--- src/rtl/mem_bist.sv ---
// mem_bist: bus-initiator memory self-test; writes addr^seed over a word range,
// reads it back, and reports pass/timeout, error count and first failing address.
module mem_bist #(
  parameter int TIMEOUT = 1024
) (
  input  logic        clk,
  input  logic        reset,
  input  logic        start,
  input  logic [31:0] base_addr,
  input  logic [19:0] word_count,
  input  logic [31:0] seed,
  output logic        mem_read,
  output logic        mem_write,
  input  logic        mem_ack,
  output logic [31:0] mem_addr,
  output logic [31:0] mem_write_data,
  input  logic [31:0] mem_read_data,
  output logic        busy,
  output logic        done,
  output logic        pass,
  output logic        timeout,
  output logic [15:0] err_count,
  output logic [31:0] fail_addr
);
  localparam int TW = $clog2(TIMEOUT + 1);
  typedef enum logic [2:0] {IDLE, WR_REQ, WR_GAP, RD_REQ, RD_GAP, DONE} state_t;
  state_t        state_q, state_d;
  logic [31:0]   base_q, base_d, a_q, a_d, seed_q, seed_d, fail_q, fail_d;
  logic [19:0]   wc_q, wc_d, rem_q, rem_d;
  logic [15:0]   err_q, err_d;
  logic [TW-1:0] cnt_q, cnt_d;
  logic          to_q, to_d, pass_q, pass_d;
  logic          rd_q, wr_q, busy_q, done_q;
  logic [31:0]   addr_q, wdata_q;
  logic          expired, last, mism;

  assign expired = cnt_q == TW'(TIMEOUT - 1);
  assign last    = rem_q == 20'd1;
  assign mism    = mem_read_data != (a_q ^ seed_q);

  always_comb begin
    state_d = state_q;
    base_d  = base_q;
    a_d     = a_q;
    seed_d  = seed_q;
    fail_d  = fail_q;
    wc_d    = wc_q;
    rem_d   = rem_q;
    err_d   = err_q;
    cnt_d   = '0;
    to_d    = to_q;
    pass_d  = pass_q;
    case (state_q)
      IDLE, DONE: if (start) begin
        base_d  = {base_addr[31:2], 2'b00};
        a_d     = {base_addr[31:2], 2'b00};
        seed_d  = seed;
        wc_d    = word_count;
        rem_d   = word_count;
        err_d   = '0;
        fail_d  = '0;
        to_d    = 1'b0;
        pass_d  = word_count == '0;
        state_d = (word_count == '0) ? DONE : WR_REQ;
      end
      WR_REQ, RD_REQ: if (mem_ack) begin
        state_d = (state_q == WR_REQ) ? WR_GAP : RD_GAP;
        if (state_q == RD_REQ && mism) begin
          err_d  = (&err_q) ? err_q : err_q + 16'd1;
          fail_d = (err_q == '0) ? a_q : fail_q;
        end
      end else if (expired) begin
        state_d = DONE;
        to_d    = 1'b1;
        pass_d  = 1'b0;
      end else begin
        cnt_d = cnt_q + 1'b1;
      end
      WR_GAP, RD_GAP: begin
        // the write pass ends by rewinding to base for the read-back pass
        a_d     = (last && state_q == WR_GAP) ? base_q : a_q + 32'd4;
        rem_d   = (last && state_q == WR_GAP) ? wc_q : rem_q - 20'd1;
        state_d = !last ? ((state_q == WR_GAP) ? WR_REQ : RD_REQ)
                        : ((state_q == WR_GAP) ? RD_REQ : DONE);
        pass_d  = (last && state_q == RD_GAP) ? (err_q == '0 && !to_q) : pass_q;
      end
      default: state_d = IDLE;
    endcase
  end

  always_ff @(posedge clk) begin
    if (reset) begin
      state_q <= IDLE;
      base_q  <= '0;
      a_q     <= '0;
      seed_q  <= '0;
      fail_q  <= '0;
      wc_q    <= '0;
      rem_q   <= '0;
      err_q   <= '0;
      cnt_q   <= '0;
      to_q    <= 1'b0;
      pass_q  <= 1'b0;
      rd_q    <= 1'b0;
      wr_q    <= 1'b0;
      addr_q  <= '0;
      wdata_q <= '0;
      busy_q  <= 1'b0;
      done_q  <= 1'b0;
    end else begin
      state_q <= state_d;
      base_q  <= base_d;
      a_q     <= a_d;
      seed_q  <= seed_d;
      fail_q  <= fail_d;
      wc_q    <= wc_d;
      rem_q   <= rem_d;
      err_q   <= err_d;
      cnt_q   <= cnt_d;
      to_q    <= to_d;
      pass_q  <= pass_d;
      rd_q    <= state_d == RD_REQ;
      wr_q    <= state_d == WR_REQ;
      addr_q  <= (state_d == WR_REQ || state_d == RD_REQ) ? a_d : '0;
      wdata_q <= (state_d == WR_REQ) ? (a_d ^ seed_d) : '0;
      busy_q  <= !(state_d == IDLE || state_d == DONE);
      done_q  <= state_d == DONE;
    end
  end

  assign mem_read       = rd_q;
  assign mem_write      = wr_q;
  assign mem_addr       = addr_q;
  assign mem_write_data = wdata_q;
  assign busy           = busy_q;
  assign done           = done_q;
  assign pass           = pass_q;
  assign timeout        = to_q;
  assign err_count      = err_q;
  assign fail_addr      = fail_q;
endmodule
--- config.mk ---
export PLATFORM = sky130hd
export DESIGN_NAME = mem_bist
export DESIGN_NICKNAME = d
export VERILOG_FILES = /design/src/rtl/mem_bist.sv
export SDC_FILE = /design/constraint.sdc
export NUM_CORES = 1
export LEC_CHECK = 0
export CAP_MARGIN = 20
export CORE_MARGIN = 2
export CORE_UTILIZATION = 48
export DETAILED_ROUTE_END_ITERATION = 8
export GPL_TIMING_DRIVEN = 1
export PLACE_DENSITY_LB_ADDON = 0.08
export SYNTH_ARGS = -nofsm -noshare
export SYNTH_HDL_FRONTEND = slang
export SYNTH_SLANG_ARGS = --single-unit
--- constraint.sdc ---
create_clock -name clk -period 2.8 [get_ports clk]
set_input_delay 0.84 -clock clk [delete_from_list [all_inputs] [get_ports clk]]
set_output_delay 0.84 -clock clk [all_outputs]
set_load 0.01 [all_outputs]
# After elaboration in Yosys (flattened, before gate mapping)
# Index checks and enable logic that the tools add are counted.
# totals
ff_bits,266
output_inout_bits,118
# classes
addsub,4
eq_ne,19
muxes,36
bitwise_logic,5
reduce_logical,28
# op_table
operator,n
two-way mux 32 bit,8
one-hot mux 32 bit (2 select lines),2
two-way mux 16 bit,4
XOR 32 bit,2
two-way mux 20 bit,2
one-hot mux 20 bit (2 select lines),1
"adder 32 x 3 -> 32 bit, second input constant",1
!= test 32 bit,1
one-hot mux 16 bit (2 select lines),1
two-way mux 3 bit,7
"equality test 20 x 1 -> 1 bit, second input constant",1
zero test 20 bit,1
"subtractor 20 x 1 -> 20 bit, second input constant",1
"adder 16 x 1 -> 16 bit, second input constant",1
zero test 16 bit,1
"!= test 2 bit, second input constant",8
AND reduction 16 bit,1
AND reduction 5 bit,3
"adder 11 x 1 -> 11 bit, second input constant",1
"equality test 11 x 10 -> 1 bit, second input constant",1
OR reduction 2 bit,5
"equality test 3 x 2 -> 1 bit, second input constant",3
"equality test 3 bit, second input constant",3
one-hot mux 3 bit (3 select lines),1
other kinds (15),32

# Logic depth before layout (Yosys ltp)
# Gate-level depths: netlist of run 1.
# depth
depth_word,8
ltp_mapped,14
mapped_depth_nobuf,12

# Least setup slack after synthesis of run 1
# Ideal clock, no wire load.
# synth_path
kind,register -> register
start,register rem_q[14]
end,register wdata_q[12] (netlist: mem_write_data[12])
t_arrival_ns,2.757
t_required_ns,2.683
setup_slack_ns,-0.074
stages_incl_launch_ff,12
path_buffers,2
path_cell_list,dfxtp_1 > or4_1 > nor4_1 > ha_1 > buf_2 > inv_1 > nor3_1 > clkbuf_1 > a222oi_1 > a21boi_1 > xnor2_1 > nor2_1
# synth_via
elab_chain_cells,6
# synth_lines
element,line_no,text
from (decl),29,"logic [19:0] wc_q, wc_d, rem_q, rem_d;"
from (signal assigned),117,rem_q <= rem_d;
equality test 20 x 1 -> 1 bit *,38,assign last = rem_q == 20'd1;
two-way mux 3 bit,83,state_d = !last ? ((state_q == WR_GAP) ? WR_REQ : RD_REQ)
one-hot mux 3 bit (3 select lines),53,case (state_q)
equality test 3 x 1 -> 1 bit,125,wdata_q <= (state_d == WR_REQ) ? (a_d ^ seed_d) : '0;
NOT 1 bit (no source line),-,
OR reduction 2 bit (no source line),-,
to (signal assigned),125,
to (decl),34,"logic [31:0] addr_q, wdata_q;"
# Every way passes the cells marked *; elsewhere a longest branch is shown, timed or not.
# A chain may end at the register's enable or synchronous reset.

# Worst setup path after layout of run 1
# layout_path
start,register rem_q[5]
end,register wdata_q[31] (netlist: mem_write_data[31])
# Same word-level chain as after synthesis.

==> flow_metrics.tcl, run 1 <==
set metrics [dict create \
    status "completed" \
    grt_pass1_wl_mm 62.1 \
    insertion_delay_ps 550 \
    antenna_found_initial 3 \
    gp_congestion 0.876 \
    hold_viol_final 0 \
    dp.cells 2127 \
    synth_cells 1457 \
    setup.worst_path.end_class "flip-flop" \
    ctsHoldBuffers 0 \
    r2r_start "rem_q[5]" \
    rows 59 \
    fin_crit_ps 2740 \
    vias 12100 \
    swShare_pct 27.4 \
    drive_gt1_share_pct 15.9 \
    syn-num-nets 1585 \
    hpwl_mm 29.2 \
    grt_max_degree 65 \
    power_uw 10200 \
    grtUsageTotal_pct 27.8 \
    worst-slew-pin-transition_ps 865 \
    areaGrowthSynthToFinish_pct 39.7 \
    io-pin-count 238 \
    clk_root_buffer_cell "clkbuf_16" \
    hold_end "wc_q[18]" \
    ant_nets 0 \
    clk_transition_reported_paths_ps 60 \
    worstPathRequired_ps 3290 \
    crit-reg2reg-capture "mem_write_data[31]" \
    avgSynthCellArea_sq_um 8.72 \
    max_freq_mhz 365 \
    ys_async_sr_fraction_pct 0 \
    synth_edf_count 0 \
    post_drt_wl_per_cell_um 18.3 \
    coreArea_sq_um 26100 \
    design.die.area_sq_um 27800 \
    start_util_pct 48.7 \
    hold_start "wc_q[18]" \
    ys.flop_type "dfxtp_1" \
    synth_seq_cells 266 \
    fin_skew_ps 15.4 \
    rsz0062_at_grt "yes" \
    p_comb_share_pct 22.2 \
    p_seq_share_pct 40.7 \
    route.detailed.drc 0 \
    ys_seq_area_share_pct 41.9 \
    drtIter0Drc 1175 \
    period_share_pct 97.9 \
    vias_per_cell 5.51 \
    path_class "flip-flop to flip-flop" \
    gr-total-overflow 0 \
    cellPowerDensity_nw_per_um2 577 \
    clock_sinks 266 \
    grt_pass1_vias 11500 \
    nNetsFinal 1960 \
    power_frac_clock_pct 37.1 \
    drt_pass1_iterations 8 \
    worst-path-max-fanout 10 \
    peakVddDrop_v 0.000504 \
    setup_violations 0 \
    synth-warning-count 0 \
    num-fill-cells 2160 \
    numCtsBuffers 29 \
    fp.dieW_um 167 \
    slew_viol_final 0 \
    syn-cell-area_sq_um 12700 \
    cp-start-kind "flip-flop" \
    leakagePower_uw 0.00687 \
    rrSetupSlack_ps 60 \
    cts_max_level 1 \
    relSlewSlack_pct 42.2 \
    synth_cell_types 77 \
    maxCapViolCount 0 \
    final_cell_mix "dfxtp_1, nand2_1, clkdlybuf4s50_1" \
    clock_path_buffers 3 \
    layout_commonest_cell "dfxtp_1" \
    critPathArrivalTime_ps 3230 \
    drt-total-wl_mm 40.0 \
    internal_power_uw 7440 \
    cts_tree "yes" \
    p_sw_uw 2810 \
    die_h_um 167 \
    io_buffers 235 \
    whs_path_depth 2 \
    final-instance-count-excl-fill 2188 \
    hold_class "flip-flop to flip-flop" \
    reg2regPathDepth 13 \
]
[power groups by stage]
stage | sequential [uW] | clock, uW | combinational [uW]
3_3_place_gp | 4240 | 0 | 2190
5_1_grt | 4190 | 4020 | 2450
3_5_place_dp | 4240 | 0 | 2210
2_1_floorplan | 4290 | 0 | 1130
6_report | 4170 | 3800 | 2270
4_1_cts | 4160 | 3850 | 2230
[synth_stat cells (15+ instances only)]
| cell type | instances | area share (%) |
|---|---|---|
| nor3_1 | 21 | 0.83 |
| or3_1 | 27 | 1.3 |
| mux2i_1 | 84 | 6.6 |
| a21oi_1 | 91 | 3.6 |
| xnor2_1 | 25 | 1.7 |
| buf_2 | 22 | 0.87 |
| clkbuf_1 | 52 | 1.5 |
| nor4_1 | 15 | 0.74 |
| a211oi_1 | 18 | 1.1 |
| xnor3_1 | 32 | 5.7 |
| nor2_1 | 197 | 5.8 |
| o21ai_0 | 48 | 1.9 |
| inv_1 | 17 | 0.50 |
| nand3_1 | 45 | 1.8 |
| nand2_1 | 251 | 7.4 |
| nand4_1 | 20 | 0.98 |
| dfxtp_1 | 266 | 42 |
| xor2_1 | 16 | 1.1 |
[routing by layer]
layer	GRT usage [%]	share of wire [%]	wire length, um	vias up
met5	0	0.075	30	-
met4	9.90	3.5	1390	4
met1	37.2	42	16800	5679
li1	-	-	-	5842
met2	46.0	47	18900	462
met3	4.09	7.2	2890	78
[metrics by stage]
stage / worst slack [ps] / util, % / setup TNS (ps) / hold slack, ps / cell area, sq um
after floorplan: 8.74 / - / 0 / 426 / 12700
after global placement: -545 / 63.8 / -29990 / 438 / 16600
after detailed placement: -566 / 63.8 / -33400 / 441 / 16600
after CTS: 3.39 / 67.5 / 0 / 450 / 17600
after global routing: -64.3 / 68.1 / -94.4 / 471 / 17700
final: 59.9 / 68.1 / 0 / 450 / 17700
[cell type report]
type	count	area (sq um)	share of cell area [%]
Tap cell	335	419	2.36
Timing Repair Buffer	434	4050	22.8
Inverter	18	67.6	0.381
Antenna cell	1	2.50	0.0141
Clock buffer	43	848	4.78
Sequential cell	266	5330	30.0
Multi-Input combinational cell	1083	6930	39.1
Clock inverter	8	96.3	0.543
[cells by family (layout without fill, tap and decap cells)]
group           Yosys count  in the layout  share of synthesized area, %
buf+inv                 108            503                          4.38
simple gates            663            663                          24.7
flops                   266            266                          41.9
xor+xnor                 74             74                          8.63
other cells               0              1                             0
compound gates          251            251                          12.7
mux                      87             87                          6.88
fa+ha+maj                 8              8                         0.788
[worst max-delay path by stage]
stage                     depth (start not counted)               from            endpoint
after global placement                            8  mem_read_data[27]       err_count[12]
after floorplan                                  11          rem_q[14]  mem_write_data[12]
after detailed placement                          8  mem_read_data[27]        err_count[7]
final                                            13           rem_q[5]  mem_write_data[31]
after CTS                                         9          rem_q[14]   mem_write_data[3]
after global routing                             15           rem_q[1]  mem_write_data[31]
[state kept, by name, indices dropped and copies added, names as in the netlist, 3 cells and up]
name,flops
base_q,30
cnt_q,11
state_q,3
mem_addr,32
err_count,16
rem_q,20
fail_addr,32
mem_write_data,32
a_q,32
seed_q,32
wc_q,20
[worst max-delay path: stages, from the launching register on]
cell      delay (ps)
dfxtp_1          340
nor4_4           320
nand3_2          130
nor4_4           310
ha_2             250
buf_4            140
nor3_4            50
buf_12           170
buf_4            130
buf_4            140
nand2b_1          90
mux2i_2           90
or3_1            390
a21oi_2          130
[what timing repair did]
action                                 CTS  global route
pin swaps                                2            13
endpoints found under the hold margin    0             0
cloned                                   0             1
setup buffers                            1             7
resized for setup                        4            14
setup endpoints to repair               54            60
Power figures use the tool's default switching activity.
==> run 2, diff against run 1 <==
- ABC_CLOCK_PERIOD_IN_PS: not set -> 2800
- CELL_PAD_IN_SITES_DETAIL_PLACEMENT: not set -> 1
- CELL_PAD_IN_SITES_GLOBAL_PLACEMENT: not set -> 2
- CORE_UTILIZATION: 48 -> 28
==> run 2 against run 1 <==
Effect of this change:
- cell area grew 6.9%
- wire length up 33%
- power grew 9.5%
- critical path depth is 2 lower
- utilization down 26 points
- cell count up 15%
- hold slack better by 3.6 ps
- setup slack improved by 34 ps
- die area is 69% higher
- clock power grew 18%
- non-clock buffer count grew 46
- first-iteration DRC count decreased by 58%
==> flow_metrics.tcl, run 2 (synthesized netlist as in run 1, its figures left out) <==
set metrics [dict create \
    io-pin-count 238 \
    design.die.area_sq_um 47100 \
    fp.dieW_um 217 \
    die_h_um 217 \
    critPathSlowestCell "nor4_4" \
    relSlewSlack_pct 47.2 \
    post_drt_wl_per_cell_um 21.1 \
    hold_start "base_q[14]" \
    setup.worst_path.end_class "flip-flop" \
    antenna_found_initial 0 \
    period_share_pct 96.6 \
    areaGrowthSynthToFinish_pct 49.3 \
    rrSetupSlack_ps 90 \
    maxCapViolCount 0 \
    cp_slowest_stage_delay_ps 350 \
    whs_path_depth 2 \
    reg2regPathDepth 11 \
    hold_class "flip-flop to flip-flop" \
    drtIter0Drc 491 \
    insertion_delay_ps 560 \
    path_class "flip-flop to flip-flop" \
    ctsHoldBuffers 0 \
    final_cell_mix "dfxtp_1, nand2_1, clkdlybuf4s50_1" \
    rows 78 \
    worstPathRequired_ps 3220 \
    clock_sinks 266 \
    io_buffers 235 \
    crit-reg2reg-capture "a_q[3]" \
    clk_root_buffer_cell "clkbuf_16" \
    clock_path_buffers 3 \
    cp-start-kind "flip-flop" \
    cellPowerDensity_nw_per_um2 591 \
    antenna_cells 0 \
    hold_slack_ps 454 \
    vias_per_cell 4.87 \
    clk_transition_reported_paths_ps 60 \
    cts_tree "yes" \
    gr-total-overflow 0 \
    vias 12200 \
    drive_gt1_share_pct 20.0 \
    r2r_start "rem_q[8]" \
    status "completed" \
    fin_skew_ps 23.8 \
    crit_chain "nor4_4 > nand3_2 > nor4_4 > buf_4 > ha_4 > buf_6 > mux2_4 > a222oi_1 > buf_4 > buf_6 > nor2_1" \
    tns_ps 0 \
    drt_pass1_iterations 5 \
    setup_violations 0 \
    hold_end "base_q[14]" \
    grt_pass1_wl_mm 77.4 \
    start_util_pct 28.2 \
    rsz0062_at_grt "yes" \
    ant_nets 0 \
    peakVddDrop_v 0.000274 \
    layout_commonest_cell "dfxtp_1" \
    critPathArrivalTime_ps 3120 \
    grt_pass1_vias 12700 \
    drt-total-wl_mm 53.0 \
    cts_max_level 2 \
    final_util_pct 42.1 \
    hpwl_mm 38.5 \
    worst-slew-pin-transition_ps 787 \
    grt_max_degree 113 \
    gp_congestion 0.785 \
    nNetsFinal 2012 \
    hold_viol_final 0 \
    slew_viol_final 0 \
    numCtsBuffers 35 \
    worst-path-max-fanout 4 \
    route.detailed.drc 0 \
    coreArea_sq_um 45100 \
    leakagePower_uw 0.00729 \
    fin_crit_ps 2710 \
    max_freq_mhz 370 \
    grtUsageTotal_pct 21.7 \
]
-- run 2: stage by stage --
| stage | worst slack [ps] | power, uW | std cells | area (sq um) |
|---|---|---|---|---|
| after CTS | 1.31 | 11300 | 2491 | 18600 |
| after floorplan | 8.74 | 5410 | 1457 | 12700 |
| after detailed placement | -564 | 6700 | 2426 | 17300 |
| after global placement | -587 | 6670 | 2426 | 17300 |
| after global routing | -91.6 | 11700 | 2508 | 19000 |
| final | 94.4 | 11200 | 2508 | 19000 |
-- run 2: how the worst max path moves through the flow --
stage                                 start                  to  slack (ps)  depth (start not counted)
after floorplan                   rem_q[14]  mem_write_data[12]           9                         11
after global placement    mem_read_data[16]        err_count[5]        -590                          9
after detailed placement  mem_read_data[16]        err_count[1]        -560                          9
after CTS                          rem_q[1]         mem_addr[8]           1                         12
after global routing               rem_q[8]  mem_write_data[28]         -90                         14
final                              rem_q[8]              a_q[3]          90                         11
-- run 2: final cells by class --
cell class	instances	area, sq um
sequential	266	5330
timing repair buffer	480	4590
multi-input combinational	1083	7110
clock buffer	53	1040
fill	5209	26100
inverter	18	67.6
tap	600	751
clock inverter	8	87.6
-- run 2: layer usage --
metal | vias up | global-route usage, % | wire length (um)
li1 | 5959 | - | -
met1 | 5940 | 30.0 | 25500
met2 | 255 | 35.6 | 24300
met3 | 49 | 3.31 | 2410
met4 | 0 | 4.95 | 764
met5 | - | 0 | 0
-- run 2: power breakdown --
group | total [uW] | switching, uW | internal, uW | leakage [uW]
clock network | 4480 | 1810 | 2670 | 0.000557
logic | 2540 | 1280 | 1260 | 0.00456
registers | 4200 | 167 | 4030 | 0.00217
total | 11200 | 3250 | 7960 | 0.00729
-- run 2: what timing repair did --
action | CTS | global route
endpoints found under the setup margin | 99 | 87
pin swaps | 6 | 8
resized for setup | 16 | 46
gates cloned | 0 | 5
setup buffers | 4 | 12
-- run 2: worst max-delay path: cells and delay by family (launching register included) --
family,cells,cell delay (ps)
and+or+nand+nor,4,830
AOI/OAI and AO/OA,1,340
adders and majority gates,1,160
buffers and inverters,4,610
DFF,1,340
muxes,1,290
